**src/rtl/sin_frame_pkg.sv**
```systemverilog
// Shared definitions for the sine-frame UART transmitter: field widths, byte
// packing, frame FSM encoding and UART line levels.
// Optional build macro: SIN_FRAME_CHECKSUM_EN adds the SEND_CK state.
package sin_frame_pkg;

  localparam int IDX_W   = 12;
  localparam int ID_W    = 4;
  localparam int FRAME_W = IDX_W + ID_W;

  // UART line levels
  localparam logic UART_IDLE  = 1'b1;
  localparam logic UART_START = 1'b0;
  localparam logic UART_STOP  = 1'b1;

  // Bit slot numbering inside one character: 0 = start, 1..8 = data, 9 = stop
  localparam logic [3:0] LAST_DATA_IDX = 4'd8;
  localparam logic [3:0] STOP_BIT_IDX  = 4'd9;

  typedef enum logic [2:0] {
    ST_IDLE,
    ST_POP,
    ST_SEND_B0,
    ST_SEND_B1
`ifdef SIN_FRAME_CHECKSUM_EN
    , ST_SEND_CK
`endif
  } frame_state_t;

  // First line byte carries the board ID and the top nibble of the index
  function automatic logic [7:0] pack_b0(input logic [ID_W-1:0] id,
                                         input logic [IDX_W-1:0] idx);
    return {id, idx[11:8]};
  endfunction

  // Second line byte carries the low byte of the index
  function automatic logic [7:0] pack_b1(input logic [IDX_W-1:0] idx);
    return idx[7:0];
  endfunction

endpackage

```
**src/rtl/sin_frame_uart_tx_byte.sv**
```systemverilog
// 8N1 byte serialiser. A one-cycle start launches the start bit on the next
// edge; done pulses in the last cycle of the stop bit so a start issued in that
// same cycle chains the next character with no idle gap.
// The data byte is not latched: the caller keeps it stable until the last data
// bit has been shifted out (it is only sampled from the start-bit's end onward).
module uart_tx_byte #(
  parameter int CLKS_PER_BIT = 104
) (
  input  logic       clk,
  input  logic       reset,
  input  logic       start,
  input  logic [7:0] data,
  output logic       tx,
  output logic       done,
  output logic       active
);
  import sin_frame_pkg::*;

  localparam int CW = (CLKS_PER_BIT > 1) ? $clog2(CLKS_PER_BIT) : 1;

  logic [CW-1:0] baud_cnt;
  logic [3:0]    bit_idx;
  logic          tx_q;
  logic          active_q;
  logic          last_tick;

  assign last_tick = (baud_cnt == CW'(CLKS_PER_BIT - 1));
  assign done      = active_q & last_tick & (bit_idx == STOP_BIT_IDX);
  assign tx        = tx_q;
  assign active    = active_q;

  // Baud and bit counters; start has priority so back-to-back chaining works
  always_ff @(posedge clk or posedge reset) begin
    if (reset) begin
      active_q <= 1'b0;
      tx_q     <= UART_IDLE;
      bit_idx  <= '0;
      baud_cnt <= '0;
    end else if (start) begin
      active_q <= 1'b1;
      tx_q     <= UART_START;
      bit_idx  <= '0;
      baud_cnt <= '0;
    end else if (active_q) begin
      if (last_tick) begin
        baud_cnt <= '0;
        if (bit_idx == STOP_BIT_IDX) begin
          active_q <= 1'b0;
          tx_q     <= UART_IDLE;
          bit_idx  <= '0;
        end else begin
          bit_idx <= bit_idx + 4'd1;
          tx_q    <= (bit_idx == LAST_DATA_IDX) ? UART_STOP : data[bit_idx[2:0]];
        end
      end else begin
        baud_cnt <= baud_cnt + CW'(1);
      end
    end
  end

endmodule

```
**src/rtl/sin_frame_uart_tx.sv**
```systemverilog
// Frame FIFO + frame FSM feeding the byte serialiser. Each {uart_id, sin_index}
// frame leaves as B0, B1 (and CK = B0 ^ B1 when SIN_FRAME_CHECKSUM_EN is
// defined), characters back to back, frames back to back while work is queued.
// Handshake: data_valid is a one-cycle strobe with no ready; a strobe while the
// FIFO is full and not being popped in the same cycle is dropped and latches
// overflow until reset.
module sin_frame_uart_tx #(
  parameter int CLKS_PER_BIT = 104,
  parameter int FIFO_DEPTH   = 4
) (
  input  logic                         clk,
  input  logic                         reset,
  input  logic                         data_valid,
  input  logic [11:0]                  sin_index,
  input  logic [3:0]                   uart_id,
  output logic                         tx,
  output logic                         busy,
  output logic                         overflow,
  output logic [$clog2(FIFO_DEPTH):0]  fifo_level
);
  import sin_frame_pkg::*;

  localparam int AW = $clog2(FIFO_DEPTH);
  localparam int LW = AW + 1;

  logic [FRAME_W-1:0] mem [FIFO_DEPTH];
  logic [AW-1:0]      wr_ptr;
  logic [AW-1:0]      rd_ptr;
  logic [LW-1:0]      level;
  logic               overflow_q;
  logic [FRAME_W-1:0] frame_q;

  frame_state_t state;
  frame_state_t next_state;

  logic       pop;
  logic       full;
  logic       wr_en;
  logic       ser_start;
  logic       ser_done;
  logic       ser_active;
  logic [7:0] ser_data;
  logic [7:0] b0;
  logic [7:0] b1;
  logic [7:0] ck;

  assign full  = (level == LW'(FIFO_DEPTH));
  // A pop in the same cycle frees the slot, so a full FIFO still accepts
  assign wr_en = data_valid & (~full | pop);

  assign b0 = pack_b0(frame_q[FRAME_W-1:IDX_W], frame_q[IDX_W-1:0]);
  assign b1 = pack_b1(frame_q[IDX_W-1:0]);
  assign ck = b0 ^ b1;

  // FIFO storage; a write to the slot being popped sees the old head first
  always_ff @(posedge clk) begin
    if (wr_en) begin
      mem[wr_ptr] <= {uart_id, sin_index};
    end
  end

  // FIFO pointers, occupancy and sticky overflow
  always_ff @(posedge clk or posedge reset) begin
    if (reset) begin
      wr_ptr     <= '0;
      rd_ptr     <= '0;
      level      <= '0;
      overflow_q <= 1'b0;
    end else begin
      if (wr_en) wr_ptr <= wr_ptr + AW'(1);
      if (pop)   rd_ptr <= rd_ptr + AW'(1);
      case ({wr_en, pop})
        2'b10:   level <= level + LW'(1);
        2'b01:   level <= level - LW'(1);
        default: level <= level;
      endcase
      if (data_valid & ~wr_en) overflow_q <= 1'b1;
    end
  end

  // Frame register: head entry captured in POP
  always_ff @(posedge clk or posedge reset) begin
    if (reset) begin
      frame_q <= '0;
    end else if (pop) begin
      frame_q <= mem[rd_ptr];
    end
  end

  // Frame FSM state register
  always_ff @(posedge clk or posedge reset) begin
    if (reset) begin
      state <= ST_IDLE;
    end else begin
      state <= next_state;
    end
  end

  // Next state, pop and serialiser start. A SEND state starts its byte only if
  // the serialiser is idle; otherwise the byte was already chained from the
  // previous done pulse (including across a POP between frames).
  always_comb begin
    next_state = state;
    pop        = 1'b0;
    ser_start  = 1'b0;
    ser_data   = b0;
    case (state)
      ST_IDLE: begin
        if (level != '0) next_state = ST_POP;
      end
      ST_POP: begin
        pop        = 1'b1;
        next_state = ST_SEND_B0;
      end
      ST_SEND_B0: begin
        ser_data = b0;
        if (!ser_active) ser_start = 1'b1;
        if (ser_done) begin
          ser_start  = 1'b1;
          next_state = ST_SEND_B1;
        end
      end
      ST_SEND_B1: begin
        ser_data = b1;
        if (!ser_active) ser_start = 1'b1;
        if (ser_done) begin
`ifdef SIN_FRAME_CHECKSUM_EN
          ser_start  = 1'b1;
          next_state = ST_SEND_CK;
`else
          if (level != '0) begin
            ser_start  = 1'b1;
            next_state = ST_POP;
          end else begin
            next_state = ST_IDLE;
          end
`endif
        end
      end
`ifdef SIN_FRAME_CHECKSUM_EN
      ST_SEND_CK: begin
        ser_data = ck;
        if (!ser_active) ser_start = 1'b1;
        if (ser_done) begin
          if (level != '0) begin
            ser_start  = 1'b1;
            next_state = ST_POP;
          end else begin
            next_state = ST_IDLE;
          end
        end
      end
`endif
      default: next_state = ST_IDLE;
    endcase
  end

  uart_tx_byte #(
    .CLKS_PER_BIT(CLKS_PER_BIT)
  ) u_byte (
    .clk    (clk),
    .reset  (reset),
    .start  (ser_start),
    .data   (ser_data),
    .tx     (tx),
    .done   (ser_done),
    .active (ser_active)
  );

  assign busy       = (state != ST_IDLE) | (level != '0);
  assign overflow   = overflow_q;
  assign fifo_level = level;

endmodule

```
**config.mk**
```make
export PLATFORM = sky130hd
export DESIGN_NAME = sin_frame_uart_tx
export DESIGN_NICKNAME = d
export VERILOG_FILES = /design/src/rtl/sin_frame_pkg.sv /design/src/rtl/sin_frame_uart_tx_byte.sv /design/src/rtl/sin_frame_uart_tx.sv
export SDC_FILE = /design/constraint.sdc
export NUM_CORES = 1
export LEC_CHECK = 0
export CAP_MARGIN = 10
export CELL_PAD_IN_SITES_DETAIL_PLACEMENT = 0
export CELL_PAD_IN_SITES_GLOBAL_PLACEMENT = 1
export CORE_MARGIN = 3
export CORE_UTILIZATION = 40
export DETAILED_ROUTE_END_ITERATION = 8
export PLACE_DENSITY = 0.74
export SLEW_MARGIN = 20
export SYNTH_ARGS = -nofsm -noshare
export SYNTH_HDL_FRONTEND = slang
export SYNTH_HIERARCHICAL = 1
export SYNTH_SLANG_ARGS = --single-unit
```
**constraint.sdc**
```tcl
create_clock -name clk -period 4.52 [get_ports clk]
set_clock_uncertainty 0.1 [all_clocks]
set_input_delay 0.452 -clock clk [delete_from_list [all_inputs] [get_ports clk]]
set_output_delay 0.452 -clock clk [all_outputs]
set_load 0.01 [all_outputs]
```
==> impl_metrics.toml <==
[power_and_ir_drop]
p_clk_frac = 0.185
swShare = 0.335
p_int_w = 0.00204
combinationalPowerShare = 0.337
power-per-cell-area_nw_per_um2 = 607
switchingPower_w = 0.00103
seqPwrFrac = 0.478
p_leak_nw = 1.91
ir_drop_v = 0.000320

[worst_setup_path]
reg2reg_depth = 12
slowest_delay_ps = 410
startpoint_type = "flip-flop"
cp_max_fo = 22
crit_slowest_cell = "dfrtp_1"
crit_path_start = "state[1]"
crit_family = "adder cells"
reg2reg_to = "fifo_level[2]"
cp.depth = 12
crit_required_ps = 4710
worstPathCellList = "inv_1 -> ha_1 -> buf_4 -> nor4b_4 -> nor2b_2 -> inv_1 -> ha_1 -> inv_1 -> fa_1 -> xor2_1 -> nor2_1 -> xor2_1"
cp-end-kind = "flip-flop"
arrival_ps = 2790
crit_type = "flip-flop to flip-flop"
reg2reg_slack_ps = 1920
r2r_start = "state[1]"
cp_num_buf_inv = 4
crit_top_cell = "inv_1"
worst_setup_path_endpoint = "fifo_level[2]"

[routing]
ant_nets = 0
wl_mm = 7.65
drt_first_iter_violations = 111
drcViolationCount = 0
via_per_inst = 4.99
first_pass_iters = 4
vias = 2436
wire_per_inst_um = 15.7

[cts]
clkSinkCount = 103
clk_latency_ps = 360
holdBufCountCts = 0
post_cts_buffers = 0
cts.clk_slew.worst_paths_ps = 100
numCtsBuffers = 9
cts_resized = 0
cts_buffer_depth = 2
cts_tree = "built"
root_buffer = "clkbuf_8"
cts-htree-levels = 3

[global_route]
grt_util_met1 = 0.167
grt_antenna_before_repair = 0
grt_pass1_vias = 2512
grt_use_met2 = 0.213
grt_use_met3 = 0.0353
overflow = 0
grt_first_pass_wirelength_mm = 12.7
gr-max-usage-layer = "met2"
track_usage = 0.129
grt_max_degree = 29

[logic_synthesis]
syn-num-nets = 348
synth_compound_area_frac = 0.0674
synth_common_cells = "edfxtp_1, dfrtp_1, mux2_2, nor2b_1, mux2i_1"
yosysTopAreaCell = "edfxtp_1"
avgSynthCellArea_um2 = 14.1
netlist_area_um2 = 4490
synth.area.mux_share = 0.101
synth-adder-area-share = 0.0323
yosysTopAreaCellShare = 0.428
synth-simple-area-share = 0.0972
async_flop_share = 0.379
synth_edf_count = 64
synthCells = 318
ys_warn_count = 6
synth_top_family_by_area = "multiplexers"
ys_top_cells_by_area = "edfxtp_1, dfrtp_1, mux2_2"
ys_seq_area_frac = 0.645
synth_most_common_cell = "edfxtp_1"
synth_ff_type = "edfxtp_1"
synth-xor-area-share = 0.0253
synth_seq_cells = 103
synth_cell_types = 51

[cells_and_area]
nets = 373
syn_to_final_growth_pct = 12.4
layout.area.seq_um2 = 2900
num-fill-cells = 970
multiInputGateArea_um2 = 1450
antenna_cells = 0
drive_above_1_share = 0.158

[floorplanning]
ioPinCount = 25
die_h_um = 112
dieArea_um2 = 12500
start_util = 0.413
core.rowCount = 38
die_w_um = 112
core_area_um2 = 10900

[place]
place_congestion = 0.717
io_buffers = 24
dp_hpwl_mm = 4.96

[sta]
min_period_ps = 2600
fin_hold_ws_ps = 358
hold_viol = 0
final.setup.tns_ps = 0
rsz0062_at_grt = "false"
slew_violations = 0
worst_slew_pin_slew_ps = 910
finalCritPeriodShare = 0.575
setup_viol = 0
slew_headroom = 0.393
max_freq_ghz = 0.385

[flow_run]
cap_violations = 0

[outcome]
status = "completed"

[worst_hold_path]
hold_class = "input port to asynchronous set/reset pin"
==> cells in the final DEF, fill, tap and decap left out, drive strengths merged, types with 9 or more instances in the layout <==
| master | synthesis | layout |
|---|---|---|
| clkbuf | 4 | 12 |
| nor2 | 9 | 9 |
| mux2 | 22 | 22 |
| nor2b | 20 | 20 |
| edfxtp | 64 | 64 |
| dfrtp | 38 | 38 |
| clkdlybuf4s50 | 0 | 24 |
| nand2 | 16 | 16 |
| a21oi | 16 | 16 |
| o21ai | 20 | 20 |
| mux2i | 18 | 18 |
| ha | 10 | 10 |
| inv | 14 | 16 |
==> logic make-up after synthesis <==
family                     after synthesis
DFF                                    103
and+or+nand+nor                         72
AOI/OAI and AO/OA                       50
muxes                                   41
buffers and inverters                   28
xor gates and xnor gates                13
adders and majority gates               11
==> metrics by stage <==
step | utilization | setup WS (ps) | instances | total power, W | cell area (um2)
after floorplan | - | 2150 | 318 | 0.00226 | 4490
after global routing | 0.464 | 1740 | 488 | 0.00327 | 5050
final | 0.464 | 1920 | 488 | 0.00306 | 5050
after CTS | 0.464 | 1910 | 488 | 0.00311 | 5050
after detailed placement | 0.445 | 1930 | 472 | 0.00254 | 4850
after global placement | 0.445 | 2010 | 472 | 0.00251 | 4850
==> final cells by class <==
cell class                      count  share of cell area
Clock buffer                       12              0.0327
Clock inverter                      4             0.00718
Inverter                           14              0.0104
Multi-Input combinational cell    187               0.288
Sequential cell                   103               0.574
Tap cell                          140              0.0347
Timing Repair Buffer               28              0.0535
==> sequential cells by signal, summed over array words and instances (netlist names) <==
signal,count
state,2
u_byte/baud_cnt,7
u_byte/tx,1
u_byte/bit_idx,4
u_byte/active,1
frame_q,16
rd_ptr,2
wr_ptr,2
mem,64
fifo_level,3
overflow,1
==> metal layers <==
metal	wire length (um)	up-vias
met5	0	-
met4	97	0
met3	234	9
met2	3770	31
met1	3550	1202
li1	-	1194
==> power groups by stage <==
stage | combinational [W] | clock [W] | sequential [W]
global route | 0.00115 | 0.000625 | 0.00150
floorplan | 0.000829 | 0 | 0.00143
detailed placement | 0.00105 | 0 | 0.00149
global placement | 0.00103 | 0 | 0.00148
CTS | 0.00106 | 0.000585 | 0.00147
finish | 0.00103 | 0.000568 | 0.00147
==> how the worst min path moves through the flow <==
stage / from / end / slack [ps] / depth (start not counted)
after floorplan: reset / u_byte/active / 230 / 1
after CTS: reset / u_byte/active / 340 / 2
after global routing: reset / u_byte/bit_idx[1] / 400 / 2
after detailed placement: overflow / overflow / 350 / 1
after global placement: overflow / overflow / 340 / 1
final: reset / u_byte/active / 360 / 2
No activity file was read; power rests on OpenSTA's default activity.
